### src/rtl/enco_pkg.sv
// Shared constants, state encoding and popcount helper for the sequential 8-to-3 encoder.
// Popcount support is only used when ENC_POPCNT_EN is defined.
package enco_pkg;

  localparam int N_IN  = 8;
  localparam int IDX_W = 3;
  localparam int CNT_W = 4;

  typedef enum logic {
    IDLE = 1'b0,
    EMIT = 1'b1
  } state_t;

  function automatic logic [CNT_W-1:0] popcnt(input logic [N_IN-1:0] vec);
    logic [CNT_W-1:0] cnt;
    cnt = '0;
    for (int i = 0; i < N_IN; i++) begin
      cnt = cnt + CNT_W'(vec[i]);
    end
    return cnt;
  endfunction

endpackage

### src/rtl/enco_prio_comb.sv
// Combinational priority finder: highest set bit index, any-bit-set flag,
// and exactly-one-bit-set flag.
module enco_prio_comb
  import enco_pkg::*;
(
  input  logic [N_IN-1:0]  vec,
  output logic [IDX_W-1:0] idx,
  output logic             found,
  output logic             single
);

  always_comb begin
    idx = '0;
    // Ascending scan: the last hit is the highest set bit.
    for (int i = 0; i < N_IN; i++) begin
      if (vec[i]) begin
        idx = IDX_W'(i);
      end
    end
  end

  assign found  = |vec;
  assign single = found && ((vec & (vec - N_IN'(1))) == '0);

endmodule

### src/rtl/enco_8x3_seq.sv
// Sequential 8-to-3 encoder: accepts a request vector, emits one index per beat,
// highest first. Optional macro ENC_POPCNT_EN adds out_cnt (popcount of the vector).
module enco_8x3_seq
  import enco_pkg::*;
(
  input  logic             clk,
  input  logic             rst_n,
  input  logic             in_valid,
  output logic             in_ready,
  input  logic [N_IN-1:0]  in_vec,
  output logic             out_valid,
  input  logic             out_ready,
  output logic [IDX_W-1:0] out_idx,
  output logic             out_last,
  output logic             out_none
`ifdef ENC_POPCNT_EN
  ,
  output logic [CNT_W-1:0] out_cnt
`endif
);

  state_t            state;
  logic [N_IN-1:0]   pend;
  logic [N_IN-1:0]   pend_d;
  logic [N_IN-1:0]   clr_mask;
  logic [IDX_W-1:0]  nxt_idx;
  logic              nxt_found;
  logic              nxt_single;

  // pend_d is what pend becomes on an accept or a taken beat; decoding it here
  // lets the next beat's fields be registered in the same edge.
  assign clr_mask = {{(N_IN-1){1'b0}}, 1'b1} << out_idx;

  always_comb begin
    pend_d = pend;
    if (state == IDLE) begin
      pend_d = in_vec;
    end else begin
      pend_d = pend & ~clr_mask;
    end
  end

  enco_prio_comb u_prio (
    .vec    (pend_d),
    .idx    (nxt_idx),
    .found  (nxt_found),
    .single (nxt_single)
  );

  always_ff @(posedge clk) begin
    if (!rst_n) begin
      state     <= IDLE;
      pend      <= '0;
      in_ready  <= 1'b1;
      out_valid <= 1'b0;
      out_idx   <= '0;
      out_last  <= 1'b0;
      out_none  <= 1'b0;
    end else begin
      case (state)
        IDLE: begin
          if (in_valid) begin
            state     <= EMIT;
            pend      <= pend_d;
            in_ready  <= 1'b0;
            out_valid <= 1'b1;
            out_idx   <= nxt_idx;
            out_last  <= nxt_single || !nxt_found;
            out_none  <= !nxt_found;
          end
        end
        EMIT: begin
          if (out_ready) begin
            if (out_last) begin
              state     <= IDLE;
              pend      <= '0;
              in_ready  <= 1'b1;
              out_valid <= 1'b0;
              out_idx   <= '0;
              out_last  <= 1'b0;
              out_none  <= 1'b0;
            end else begin
              pend      <= pend_d;
              out_idx   <= nxt_idx;
              out_last  <= nxt_single;
              out_none  <= 1'b0;
            end
          end
        end
        default: begin
          state <= IDLE;
        end
      endcase
    end
  end

`ifdef ENC_POPCNT_EN
  always_ff @(posedge clk) begin
    if (!rst_n) begin
      out_cnt <= '0;
    end else if (state == IDLE && in_valid) begin
      out_cnt <= popcnt(in_vec);
    end
  end
`endif

endmodule
### config.mk
export PLATFORM = sky130hd
export DESIGN_NAME = enco_8x3_seq
export DESIGN_NICKNAME = d
export VERILOG_FILES = /design/src/rtl/enco_pkg.sv /design/src/rtl/enco_prio_comb.sv /design/src/rtl/enco_8x3_seq.sv
export SDC_FILE = /design/constraint.sdc
export NUM_CORES = 1
export LEC_CHECK = 0
export ABC_AREA = 1
export ABC_CLOCK_PERIOD_IN_PS = 1400
export CAP_MARGIN = 20
export CORE_UTILIZATION = 44
export DETAILED_ROUTE_END_ITERATION = 10
export PLACE_DENSITY = 0.78
export SYNTH_ARGS = -nofsm -noshare
export SYNTH_HDL_FRONTEND = slang
export SYNTH_SLANG_ARGS = --single-unit
### constraint.sdc
create_clock -name clk -period 1.4 [get_ports clk]
set_input_delay 0.14 -clock clk [delete_from_list [all_inputs] [get_ports clk]]
set_output_delay 0.14 -clock clk [all_outputs]
set_load 0.05 [all_outputs]
==> impl_metrics.prom, run 1 <==
# TYPE chip_impl_metric gauge
chip_impl_info{name="outcome",value="finished with violations"} 1
chip_impl_info{name="violations",value="setup timing"} 1
chip_impl_metric{name="dr.pass1.iters",unit=""} 5
chip_impl_metric{name="power_switching_share",unit="%"} 37.9
chip_impl_metric{name="final_hold_vio_count",unit=""} 0
chip_impl_metric{name="dpl_worst_slack",unit="ns"} -0.0768
chip_impl_metric{name="placementRows",unit=""} 16
chip_impl_metric{name="core_area",unit="mm^2"} 0.00196
chip_impl_metric{name="finalCritPeriodShare",unit="%"} 108
chip_impl_metric{name="antennaDiodeCount",unit=""} 0
chip_impl_info{name="tritoncts",value="yes"} 1
chip_impl_info{name="critical_path.endpoint_type",value="flip-flop"} 1
chip_impl_metric{name="viasPerCell",unit=""} 5.65
chip_impl_info{name="synthDominantAreaCellType",value="dfxtp_1"} 1
chip_impl_metric{name="number_of_levels_in_the_clock_h_tree",unit=""} 1
chip_impl_metric{name="worst_setup_hold_path_clk_slew",unit="ns"} 0.10
chip_impl_metric{name="cts_max_path_buffers",unit=""} 2
chip_impl_info{name="hold_path_startpoint",value="in_valid"} 1
chip_impl_info{name="cpLargestDelayFamily",value="simple AND/OR/NAND/NOR gates"} 1
chip_impl_metric{name="maxCapViolCount",unit=""} 0
chip_impl_metric{name="timing_max_transition_violations_final",unit=""} 0
chip_impl_info{name="setup.worst_path.class",value="flip-flop to flip-flop"} 1
chip_impl_metric{name="finalCriticalPeriod",unit="ns"} 1.51
chip_impl_metric{name="antenna_violating_nets_post_route",unit=""} 0
chip_impl_metric{name="floorplan.initialDensity",unit="%"} 46.7
chip_impl_metric{name="clock.fmax",unit="GHz"} 0.664
chip_impl_info{name="layout.cells.most_common",value="nand2_1"} 1
chip_impl_metric{name="fraction_of_power_consumed_by_combinational_cells",unit="%"} 39.2
chip_impl_info{name="busiest_metal_layer_after_global_routing",value="met2"} 1
chip_impl_metric{name="ios",unit=""} 19
chip_impl_metric{name="finalClockSkew",unit="ns"} 0.00327
chip_impl_metric{name="insertion_delay",unit="ns"} 0.30
chip_impl_metric{name="grt_first_pass_wirelength",unit="um"} 4820
chip_impl_metric{name="number_of_global_route_vias_before_repair",unit=""} 1080
chip_impl_metric{name="intPower",unit="uW"} 907
chip_impl_metric{name="synth_top_cell_area_share",unit="%"} 35.0
chip_impl_metric{name="syn_area",unit="um^2"} 916
chip_impl_info{name="synth_top_area_cells",value="dfxtp_1, nand2_1, nand3_1"} 1
chip_impl_metric{name="slew-limit-headroom",unit="%"} 72.5
chip_impl_metric{name="p_seq_share",unit="%"} 38.3
chip_impl_metric{name="area_delta_synth_final",unit="%"} 70.4
chip_impl_metric{name="place.detailed.hpwl",unit="um"} 1970
chip_impl_metric{name="num_vias",unit=""} 1226
chip_impl_metric{name="timing.critical_path.slowest_cell_delay",unit="ns"} 0.41
chip_impl_info{name="rsz0062_at_grt",value="true"} 1
chip_impl_metric{name="critical_path_required",unit="ns"} 1.65
chip_impl_metric{name="groute.layer.met2.usage",unit="%"} 50.4
chip_impl_metric{name="seq_area_frac_synth",unit="%"} 35.0
chip_impl_info{name="worstSetupStartpoint",value="out_idx[0]"} 1
chip_impl_metric{name="cellPowerDensity",unit="mW/mm^2"} 936
chip_impl_metric{name="cts_buffers",unit=""} 3
chip_impl_metric{name="port_buffers",unit=""} 18
chip_impl_metric{name="avgRoutedWirePerCell",unit="um"} 16.7
chip_impl_info{name="standard_cell_with_the_maximum_stage_delay_on_the_critical_path",value="dfxtp_4"} 1
chip_impl_metric{name="netSwitchingPower",unit="uW"} 554
chip_impl_metric{name="netlist_instances",unit=""} 146
chip_impl_metric{name="ir_drop",unit="mV"} 0.873
chip_impl_metric{name="route.final.wire_length",unit="um"} 3630
chip_impl_metric{name="global_route.usage.total",unit="%"} 31.1
chip_impl_metric{name="layout.nets",unit=""} 203
chip_impl_metric{name="cp.arrival",unit="ns"} 1.75
chip_impl_metric{name="die-height",unit="um"} 47.6
chip_impl_metric{name="die_w",unit="um"} 47.6
chip_impl_metric{name="die-area",unit="mm^2"} 0.00227
chip_impl_info{name="cts-root-buf",value="clkbuf_4"} 1
chip_impl_metric{name="synth.lib_cells_used.distinct",unit=""} 17
chip_impl_metric{name="fin_ws",unit="ns"} -0.106
chip_impl_metric{name="antenna_found_initial",unit=""} 0
chip_impl_metric{name="power.static_leakage",unit="uW"} 0.000668
chip_impl_metric{name="final_report_setup_violation_count",unit=""} 4
chip_impl_metric{name="yosys_reg_bits",unit=""} 16
chip_impl_info{name="critical_path_start_type",value="flip-flop"} 1
chip_impl_metric{name="drt_iter0_drc",unit=""} 94
chip_impl_metric{name="slew_at_the_pin_with_the_worst_max_slew_slack",unit="ns"} 0.411
chip_impl_metric{name="syn-num-nets",unit=""} 158
chip_impl_metric{name="gr_util_met3",unit="%"} 7.17
chip_impl_metric{name="drive_above_1_share",unit="%"} 43.7
chip_impl_info{name="layout.cells.most_common_list",value="nand2_1, buf_4, nand3_2"} 1
chip_impl_metric{name="cts.sinks",unit=""} 16
chip_impl_metric{name="cts_hold_buf",unit=""} 0
chip_impl_info{name="hold_class",value="primary input to flip-flop"} 1
chip_impl_metric{name="worst-path-max-fanout",unit=""} 7
chip_impl_info{name="reg2reg_from",value="out_idx[0]"} 1
chip_impl_metric{name="synth-warning-count",unit=""} 0
chip_impl_metric{name="power.clock.fraction",unit="%"} 22.5
chip_impl_metric{name="maximum_number_of_pins_on_one_net_before_global_route_repair",unit=""} 14
chip_impl_metric{name="critical_path_buf_inv_count",unit=""} 2
chip_impl_metric{name="final_replace_weighted_congestion",unit=""} 0.832
chip_impl_metric{name="drc",unit=""} 0
chip_impl_metric{name="grt.met1_usage",unit="%"} 40.6
chip_impl_info{name="critical_path.cell_chain",value="inv_2 -> nand3_2 -> nand3_2 -> nand2_2 -> nor2_4 -> inv_1 -> nand2_1 -> nand2_1 -> nor2_1 -> nand3_1 -> a21oi_2"} 1
chip_impl_metric{name="whs",unit="ns"} 0.455
chip_impl_metric{name="syn_avg_cell_area",unit="um^2"} 6.27
chip_impl_metric{name="grt_overflow_total",unit=""} 0
## worst paths after layout
check,to,slack [ns],cells after the start
max,out_last,-0.11,11
min,state,0.45,3
max reg2reg,out_last,-0.11,11
min reg2reg,out_none,0.49,2
## cells by family after synthesis
kind of cell	share of synthesized area [%]
DFF	35.0
AOI/OAI and AO/OA	16.3
buffers and inverters	8.20
and+or+nand+nor	40.6
## timing repair
item                       in CTS  in global routing
resized for setup              18                 30
gates cloned                    0                  0
setup endpoints to repair       2                 10
setup buffers                   5                  1
pin swaps                      12                 15
## flip-flops by register name, summed over array words and instances, names as in the netlist
signal     count
state          1
out_last       1
out_valid      1
out_idx        3
out_none       1
pend           8
in_ready       1
## power by group through the flow
stage	combinational, uW	sequential [uW]	clock [uW]
6_report	572	560	329
5_1_grt	606	563	350
4_1_cts	492	543	326
3_5_place_dp	445	547	0
3_3_place_gp	434	543	0
2_1_floorplan	199	591	0
## worst register-to-register path, delay by kind of cell (launching register included)
kind	cells	cell delay (ns)
flops	1	0.41
compound gates	1	0.11
buf+inv	2	0.18
simple gates	8	0.77
## cells in the mapped netlist
library cell / number
nand2_1: 46
nand3_1: 26
dfxtp_1: 16
inv_1: 11
nor2_1: 10
a31oi_1: 8
o21ai_0: 7
a21oi_1: 6
inv_2: 3
nor2_2: 3
a21oi_2: 2
nand2_2: 2
o21ai_1: 2
buf_4: 1
buf_6: 1
clkbuf_1: 1
o22ai_1: 1
## metrics by stage
stage          TNS [ns]  util [%]  area (um^2)  total power (uW)  instances
2_1_floorplan         0         -          927               790        146
3_3_place_gp    -0.0547      66.6         1310               977        207
3_5_place_dp     -0.236      66.6         1310               992        207
4_1_cts               0      73.1         1430              1360        216
5_1_grt          -0.710      79.5         1560              1520        217
6_report         -0.194      79.5         1560              1460        217
## layer usage
layer | vias to the layer above | routed length [um]
met5 | - | 0
met4 | 0 | 74
met3 | 13 | 309
met2 | 88 | 1830
met1 | 549 | 1420
li1 | 576 | -
## layout make-up
| cell class | count | area, um^2 |
|---|---|---|
| Fill cell | 138 | 402 |
| Sequential cell | 16 | 333 |
| Multi-Input combinational cell | 113 | 687 |
| Timing Repair Buffer | 43 | 413 |
| Inverter | 14 | 57.6 |
| Clock buffer | 4 | 36.3 |
| Tap cell | 27 | 33.8 |
Note: power is estimated with default switching activity, not from simulation.
==> run 2, diff against run 1 <==
--- a/config.mk
+++ b/config.mk
@@ -8,9 +8,10 @@
 export ABC_AREA = 1
 export ABC_CLOCK_PERIOD_IN_PS = 1400
 export CAP_MARGIN = 20
-export CORE_UTILIZATION = 44
+export CORE_UTILIZATION = 45
+export CTS_BUF_LIST = sky130_fd_sc_hd__clkbuf_4
 export DETAILED_ROUTE_END_ITERATION = 10
-export PLACE_DENSITY = 0.78
+export PLACE_DENSITY = 0.79
 export SYNTH_ARGS = -nofsm -noshare
 export SYNTH_HDL_FRONTEND = slang
 export SYNTH_SLANG_ARGS = --single-unit
==> impl_metrics.prom, run 2 (synthesized netlist as in run 1, its figures left out) <==
# TYPE chip_impl_metric gauge
chip_impl_metric{name="final_design_area_no_fill",unit="mm^2"} 0.00151
chip_impl_info{name="hold_path_startpoint",value="in_valid"} 1
chip_impl_metric{name="die_w",unit="um"} 47.1
chip_impl_metric{name="grt_overflow_total",unit=""} 0
chip_impl_info{name="setup.worst_path.class",value="flip-flop to flip-flop"} 1
chip_impl_metric{name="cp.arrival",unit="ns"} 1.71
chip_impl_info{name="layout.cells.most_common_list",value="nand2_1, buf_4, nand3_1"} 1
chip_impl_metric{name="avgRoutedWirePerCell",unit="um"} 13.8
chip_impl_metric{name="cts_buffers",unit=""} 3
chip_impl_info{name="standard_cell_with_the_maximum_stage_delay_on_the_critical_path",value="dfxtp_4"} 1
chip_impl_metric{name="viasPerCell",unit=""} 5.43
chip_impl_metric{name="maximum_number_of_pins_on_one_net_before_global_route_repair",unit=""} 17
chip_impl_metric{name="final_report_setup_violation_count",unit=""} 1
chip_impl_metric{name="port_buffers",unit=""} 18
chip_impl_metric{name="detailed_place.area",unit="mm^2"} 0.00130
chip_impl_metric{name="area_delta_synth_final",unit="%"} 64.6
chip_impl_metric{name="placed_cells_incl_taps",unit=""} 204
chip_impl_metric{name="finalCriticalPeriod",unit="ns"} 1.48
chip_impl_metric{name="finalClockSkew",unit="ns"} 0.00305
chip_impl_metric{name="global_route.usage.total",unit="%"} 29.7
chip_impl_metric{name="power.static_leakage",unit="uW"} 0.000658
chip_impl_metric{name="die-area",unit="mm^2"} 0.00222
chip_impl_metric{name="insertion_delay",unit="ns"} 0.29
chip_impl_info{name="rr_endpoint",value="out_last"} 1
chip_impl_info{name="critical_path.endpoint_type",value="flip-flop"} 1
chip_impl_metric{name="final_hold_vio_count",unit=""} 0
chip_impl_metric{name="largest_register_ff_count",unit=""} 8
chip_impl_metric{name="num_vias",unit=""} 1163
chip_impl_metric{name="clock.fmax",unit="GHz"} 0.676
chip_impl_metric{name="slew-limit-headroom",unit="%"} 70.8
chip_impl_metric{name="maxCapViolCount",unit=""} 0
chip_impl_info{name="rsz0062_at_grt",value="true"} 1
chip_impl_metric{name="antenna_violating_nets_post_route",unit=""} 0
chip_impl_metric{name="cts.sinks",unit=""} 16
chip_impl_metric{name="antenna_found_initial",unit=""} 0
chip_impl_metric{name="finalCoreUtilization",unit="%"} 82.8
chip_impl_info{name="biggestRegsByFlops",value="pend: 8 flops, out_idx: 3 flops"} 1
chip_impl_metric{name="slew_at_the_pin_with_the_worst_max_slew_slack",unit="ns"} 0.437
chip_impl_metric{name="cellPowerDensity",unit="mW/mm^2"} 909
chip_impl_metric{name="fin_ws",unit="ns"} -0.0786
chip_impl_info{name="critical_path.cell_chain",value="nor2_4 -> nand2_2 -> nand3_2 -> nand2_4 -> buf_6 -> nand2_4 -> nand2_1 -> inv_1 -> nand2_1 -> nor2_1 -> nand3_1 -> a21oi_2"} 1
chip_impl_metric{name="layout.nets",unit=""} 202
chip_impl_metric{name="cts_max_path_buffers",unit=""} 2
chip_impl_metric{name="placementRows",unit=""} 15
chip_impl_info{name="reg2reg_from",value="out_idx[0]"} 1
chip_impl_metric{name="number_of_levels_in_the_clock_h_tree",unit=""} 1
chip_impl_metric{name="critical_path_required",unit="ns"} 1.63
chip_impl_metric{name="ir_drop",unit="mV"} 0.666
chip_impl_metric{name="number_of_global_route_vias_before_repair",unit=""} 1112
chip_impl_metric{name="hold_path_depth",unit=""} 3
chip_impl_metric{name="finalCritPeriodShare",unit="%"} 106
chip_impl_metric{name="drc",unit=""} 0
chip_impl_metric{name="grt_first_pass_wirelength",unit="um"} 4600
chip_impl_metric{name="rr_worst_depth",unit=""} 12
chip_impl_metric{name="ios",unit=""} 19
chip_impl_info{name="largest_register",value="pend"} 1
chip_impl_metric{name="r2r_setup_slack",unit="ns"} -0.08
chip_impl_info{name="cts-root-buf",value="clkbuf_4"} 1
chip_impl_metric{name="place.detailed.hpwl",unit="um"} 1890
chip_impl_metric{name="timing_max_transition_violations_final",unit=""} 0
chip_impl_metric{name="timing.critical_path.slowest_cell_delay",unit="ns"} 0.39
chip_impl_metric{name="route.final.wire_length",unit="um"} 2950
chip_impl_info{name="tritoncts",value="yes"} 1
chip_impl_metric{name="worst-path-max-fanout",unit=""} 7
chip_impl_metric{name="antennaDiodeCount",unit=""} 0
chip_impl_metric{name="dr.pass1.iters",unit=""} 4
chip_impl_metric{name="core_area",unit="mm^2"} 0.00182
chip_impl_info{name="hold_class",value="primary input to flip-flop"} 1
chip_impl_metric{name="final_cell_count_no_fill",unit=""} 214
chip_impl_metric{name="worst_setup_hold_path_clk_slew",unit="ns"} 0.09
chip_impl_metric{name="die-height",unit="um"} 47.1
chip_impl_metric{name="floorplan.initialDensity",unit="%"} 50.3
chip_impl_metric{name="drive_above_1_share",unit="%"} 39.2
chip_impl_info{name="cpLargestDelayFamily",value="simple AND/OR/NAND/NOR gates"} 1
chip_impl_info{name="critical_path_start_type",value="flip-flop"} 1
chip_impl_info{name="layout.cells.most_common",value="nand2_1"} 1
chip_impl_info{name="hold_path_end",value="state"} 1
chip_impl_metric{name="drt_iter0_drc",unit=""} 44
chip_impl_info{name="outcome",value="finished with violations"} 1
chip_impl_metric{name="final_replace_weighted_congestion",unit=""} 0.903
chip_impl_metric{name="critical_path_buf_inv_count",unit=""} 2
chip_impl_info{name="violations",value="setup timing"} 1
[run 2: changes by cell type in the layout (fill, tap and decap cells not counted), sizes merged]
cell    change
clkinv      +1
buf         -1
clkbuf      -1
[run 2: cell type report]
type / instances / area, um^2
clock buffers: 3 / 22.5
multi-input cells: 113 / 651
clock inverters: 1 / 3.75
fillers: 127 / 313
flip-flops and latches: 16 / 332
well taps: 25 / 31.3
inverters: 14 / 55.1
repair buffers: 42 / 413
[run 2: report_power, final]
| group | total [uW] | leakage, uW | internal [uW] | switching (uW) |
|---|---|---|---|---|
| clock | 254 | 0.0000154 | 104 | 150 |
| sequential | 550 | 0.000134 | 496 | 54.1 |
| combinational | 566 | 0.000509 | 264 | 302 |
[run 2: through the flow]
stage	hold slack (ns)	setup TNS (ns)	total power, uW	setup WS, ns
after floorplan	0.269	0	790	0.0314
after global placement	0.446	-0.0521	981	-0.0521
after detailed placement	0.458	-0.122	994	-0.0593
after CTS	0.439	-0.00269	1320	-0.00269
after global routing	0.478	-0.371	1450	-0.124
final	0.448	-0.0786	1370	-0.0786
[run 2: how the worst max path moves through the flow]
| stage | from | to | slack (ns) | depth (start not counted) |
|---|---|---|---|---|
| 3_5_place_dp | in_vec[4] | out_last | -0.06 | 9 |
| 6_report | out_idx[0] | out_last | -0.08 | 12 |
| 3_3_place_gp | in_vec[7] | out_last | -0.05 | 9 |
| 2_1_floorplan | out_idx[0] | out_last | 0.03 | 10 |
| 4_1_cts | out_idx[1] | out_last | -0.003 | 12 |
| 5_1_grt | out_idx[0] | out_last | -0.12 | 12 |
[run 2: repair_timing]
| item | CTS | global route |
|---|---|---|
| gates resized for setup | 24 | 16 |
| hold buffers | 0 | 0 |
| setup buffers | 4 | 2 |
| setup endpoints to repair | 2 | 10 |
| pin swaps | 16 | 11 |
[run 2: tightest hold or removal path: cells and delay by family]
| family | cells | cell delay (ns) |
|---|---|---|
| buffers and inverters | 1 | 0.42 |
| AND/OR/NAND/NOR | 2 | 0.14 |
[run 2: per-layer routing]
layer	wire (um)	up-vias	GRT usage [%]
met5	0	-	0
met4	35	0	10.9
met3	117	8	7.31
met2	1630	38	55.8
met1	1180	544	31.7
li1	-	573	-
==> run 3, diff against run 2 <==
--- a/config.mk
+++ b/config.mk
@@ -12,6 +12,7 @@
 export CTS_BUF_LIST = sky130_fd_sc_hd__clkbuf_4
 export DETAILED_ROUTE_END_ITERATION = 10
 export PLACE_DENSITY = 0.79
+export RECOVER_POWER = 100
 export SYNTH_ARGS = -nofsm -noshare
 export SYNTH_HDL_FRONTEND = slang
 export SYNTH_SLANG_ARGS = --single-unit
==> impl_metrics.prom, run 3 (synthesized netlist as in run 1, its figures left out) <==
# TYPE chip_impl_metric gauge
chip_impl_metric{name="largest_register_ff_count",unit=""} 8
chip_impl_metric{name="cts_buffers",unit=""} 3
chip_impl_info{name="setup.worst_path.class",value="flip-flop to flip-flop"} 1
chip_impl_metric{name="clock.fmax",unit="GHz"} 0.668
chip_impl_info{name="tritoncts",value="yes"} 1
chip_impl_metric{name="layout.nets",unit=""} 202
chip_impl_info{name="hold_class",value="primary input to flip-flop"} 1
chip_impl_metric{name="grt_overflow_total",unit=""} 0
chip_impl_metric{name="die_w",unit="um"} 47.1
chip_impl_metric{name="drive_above_1_share",unit="%"} 39.2
chip_impl_metric{name="p_seq_share",unit="%"} 40.2
chip_impl_metric{name="viasPerCell",unit=""} 5.54
chip_impl_metric{name="power.clock.fraction",unit="%"} 18.8
chip_impl_metric{name="antenna_violating_nets_post_route",unit=""} 0
chip_impl_metric{name="maxCapViolCount",unit=""} 0
chip_impl_metric{name="worst-path-max-fanout",unit=""} 7
chip_impl_metric{name="place.detailed.hpwl",unit="um"} 1890
chip_impl_metric{name="area_delta_synth_final",unit="%"} 62.2
chip_impl_metric{name="power_switching_share",unit="%"} 37.2
chip_impl_metric{name="die-height",unit="um"} 47.1
chip_impl_metric{name="core_area",unit="mm^2"} 0.00182
chip_impl_info{name="cts-root-buf",value="clkbuf_4"} 1
chip_impl_metric{name="ios",unit=""} 19
chip_impl_info{name="largest_register",value="pend"} 1
chip_impl_info{name="violations",value="setup timing"} 1
chip_impl_metric{name="worst_setup_hold_path_clk_slew",unit="ns"} 0.10
chip_impl_metric{name="route.final.wire_length",unit="um"} 2940
chip_impl_info{name="layout.cells.most_common",value="nand2_1"} 1
chip_impl_info{name="layout.cells.most_common_list",value="nand2_1, buf_4, nand3_1"} 1
chip_impl_metric{name="port_buffers",unit=""} 18
chip_impl_metric{name="drt_iter0_drc",unit=""} 48
chip_impl_metric{name="cts_max_path_buffers",unit=""} 2
chip_impl_metric{name="fraction_of_power_consumed_by_combinational_cells",unit="%"} 41.0
chip_impl_info{name="critical_path_start_type",value="flip-flop"} 1
chip_impl_metric{name="maximum_number_of_pins_on_one_net_before_global_route_repair",unit=""} 17
chip_impl_info{name="biggestRegsByFlops",value="pend: 8 flops, out_idx: 3 flops"} 1
chip_impl_metric{name="final_hold_vio_count",unit=""} 0
chip_impl_metric{name="finalClockSkew",unit="ns"} 0.00512
chip_impl_metric{name="totalPowerFinal",unit="uW"} 1370
chip_impl_metric{name="number_of_global_route_vias_before_repair",unit=""} 1112
chip_impl_metric{name="avgRoutedWirePerCell",unit="um"} 13.7
chip_impl_info{name="rsz0062_at_grt",value="true"} 1
chip_impl_metric{name="fin_ws",unit="ns"} -0.0981
chip_impl_metric{name="cts.sinks",unit=""} 16
chip_impl_metric{name="global_route.usage.total",unit="%"} 29.7
chip_impl_metric{name="number_of_levels_in_the_clock_h_tree",unit=""} 1
chip_impl_metric{name="ir_drop",unit="mV"} 0.655
chip_impl_metric{name="die-area",unit="mm^2"} 0.00222
chip_impl_metric{name="final_report_setup_violation_count",unit=""} 1
chip_impl_metric{name="antenna_found_initial",unit=""} 0
chip_impl_metric{name="grt_first_pass_wirelength",unit="um"} 4600
chip_impl_metric{name="critical_path_required",unit="ns"} 1.63
chip_impl_metric{name="dpl_worst_slack",unit="ns"} -0.0593
chip_impl_metric{name="final_replace_weighted_congestion",unit=""} 0.903
chip_impl_metric{name="floorplan.initialDensity",unit="%"} 50.3
chip_impl_metric{name="cellPowerDensity",unit="mW/mm^2"} 920
chip_impl_info{name="critical_path.endpoint_type",value="flip-flop"} 1
chip_impl_metric{name="netSwitchingPower",unit="uW"} 508
chip_impl_metric{name="timing_max_transition_violations_final",unit=""} 0
chip_impl_metric{name="insertion_delay",unit="ns"} 0.30
chip_impl_metric{name="whs",unit="ns"} 0.447
chip_impl_metric{name="placementRows",unit=""} 15
chip_impl_metric{name="drc",unit=""} 0
chip_impl_metric{name="antennaDiodeCount",unit=""} 0
chip_impl_metric{name="intPower",unit="uW"} 859
chip_impl_metric{name="dr.pass1.iters",unit=""} 4
chip_impl_metric{name="num_vias",unit=""} 1186
chip_impl_metric{name="slew-limit-headroom",unit="%"} 71.2
chip_impl_info{name="outcome",value="finished with violations"} 1
chip_impl_metric{name="finalCriticalPeriod",unit="ns"} 1.50
chip_impl_metric{name="finalCritPeriodShare",unit="%"} 107
chip_impl_metric{name="power.static_leakage",unit="uW"} 0.000653
chip_impl_metric{name="slew_at_the_pin_with_the_worst_max_slew_slack",unit="ns"} 0.431
chip_impl_metric{name="cp.arrival",unit="ns"} 1.73
run 3: power by group through the flow:
stage          Clock (uW)  Sequential, uW  Combinational, uW
2_1_floorplan           0             591                199
3_3_place_gp            0             542                439
3_5_place_dp            0             545                449
4_1_cts               261             543                515
5_1_grt               283             555                604
6_report              257             550                560
run 3: metal layers:
layer,vias up,share of wire [%],global-route usage [%]
met4,0,1.4,10.9
met2,52,55,55.8
met5,-,0,0
met3,11,6.3,7.31
met1,547,38,31.7
li1,576,-,-
run 3: repair_timing:
item / in CTS / in global routing
gates resized for setup: 24 / 16
endpoints found under the setup margin: 2 / 10
pin swaps: 16 / 11
buffers inserted: 4 / 2
hold buffers: 0 / 0
run 3: path summary, 6_finish.rpt:
check	depth (start not counted)	from	end	slack [ns]
hold / removal	3	in_valid	state	0.45
setup / recovery	12	out_idx[0]	out_last	-0.1
hold reg to reg	2	in_ready	in_ready	0.48
setup reg to reg	12	out_idx[0]	out_last	-0.1
run 3: metrics by stage:
step                      util [%]  area [um^2]  cells  TNS [ns]
final                         81.6         1490    214   -0.0981
after global routing          81.6         1490    214    -0.371
after CTS                     78.5         1430    212  -0.00269
after detailed placement      71.2         1300    204    -0.122
after global placement        71.2         1300    204   -0.0521
after floorplan                  -          927    146         0
run 3: worst max-delay path, stage by stage (launching register included):
cell and delay [ns]:
dfxtp_4 0.39, nor2_4 0.16, nand2_2 0.08, nand3_2 0.09
nand2_4 0.06, buf_6 0.12, nand2_4 0.06, nand2_1 0.06
inv_1 0.05, nand2_1 0.05, nor2_1 0.10, nand3_1 0.09
a21oi_2 0.12
run 3: final cells by class:
class	count	area [um^2]
Multi-Input combinational cell	113	651
Timing Repair Buffer	42	390
Fill cell	132	335
Sequential cell	16	332
Inverter	14	55.1
Tap cell	25	31.3
Clock buffer	3	22.5
Clock inverter	1	3.75
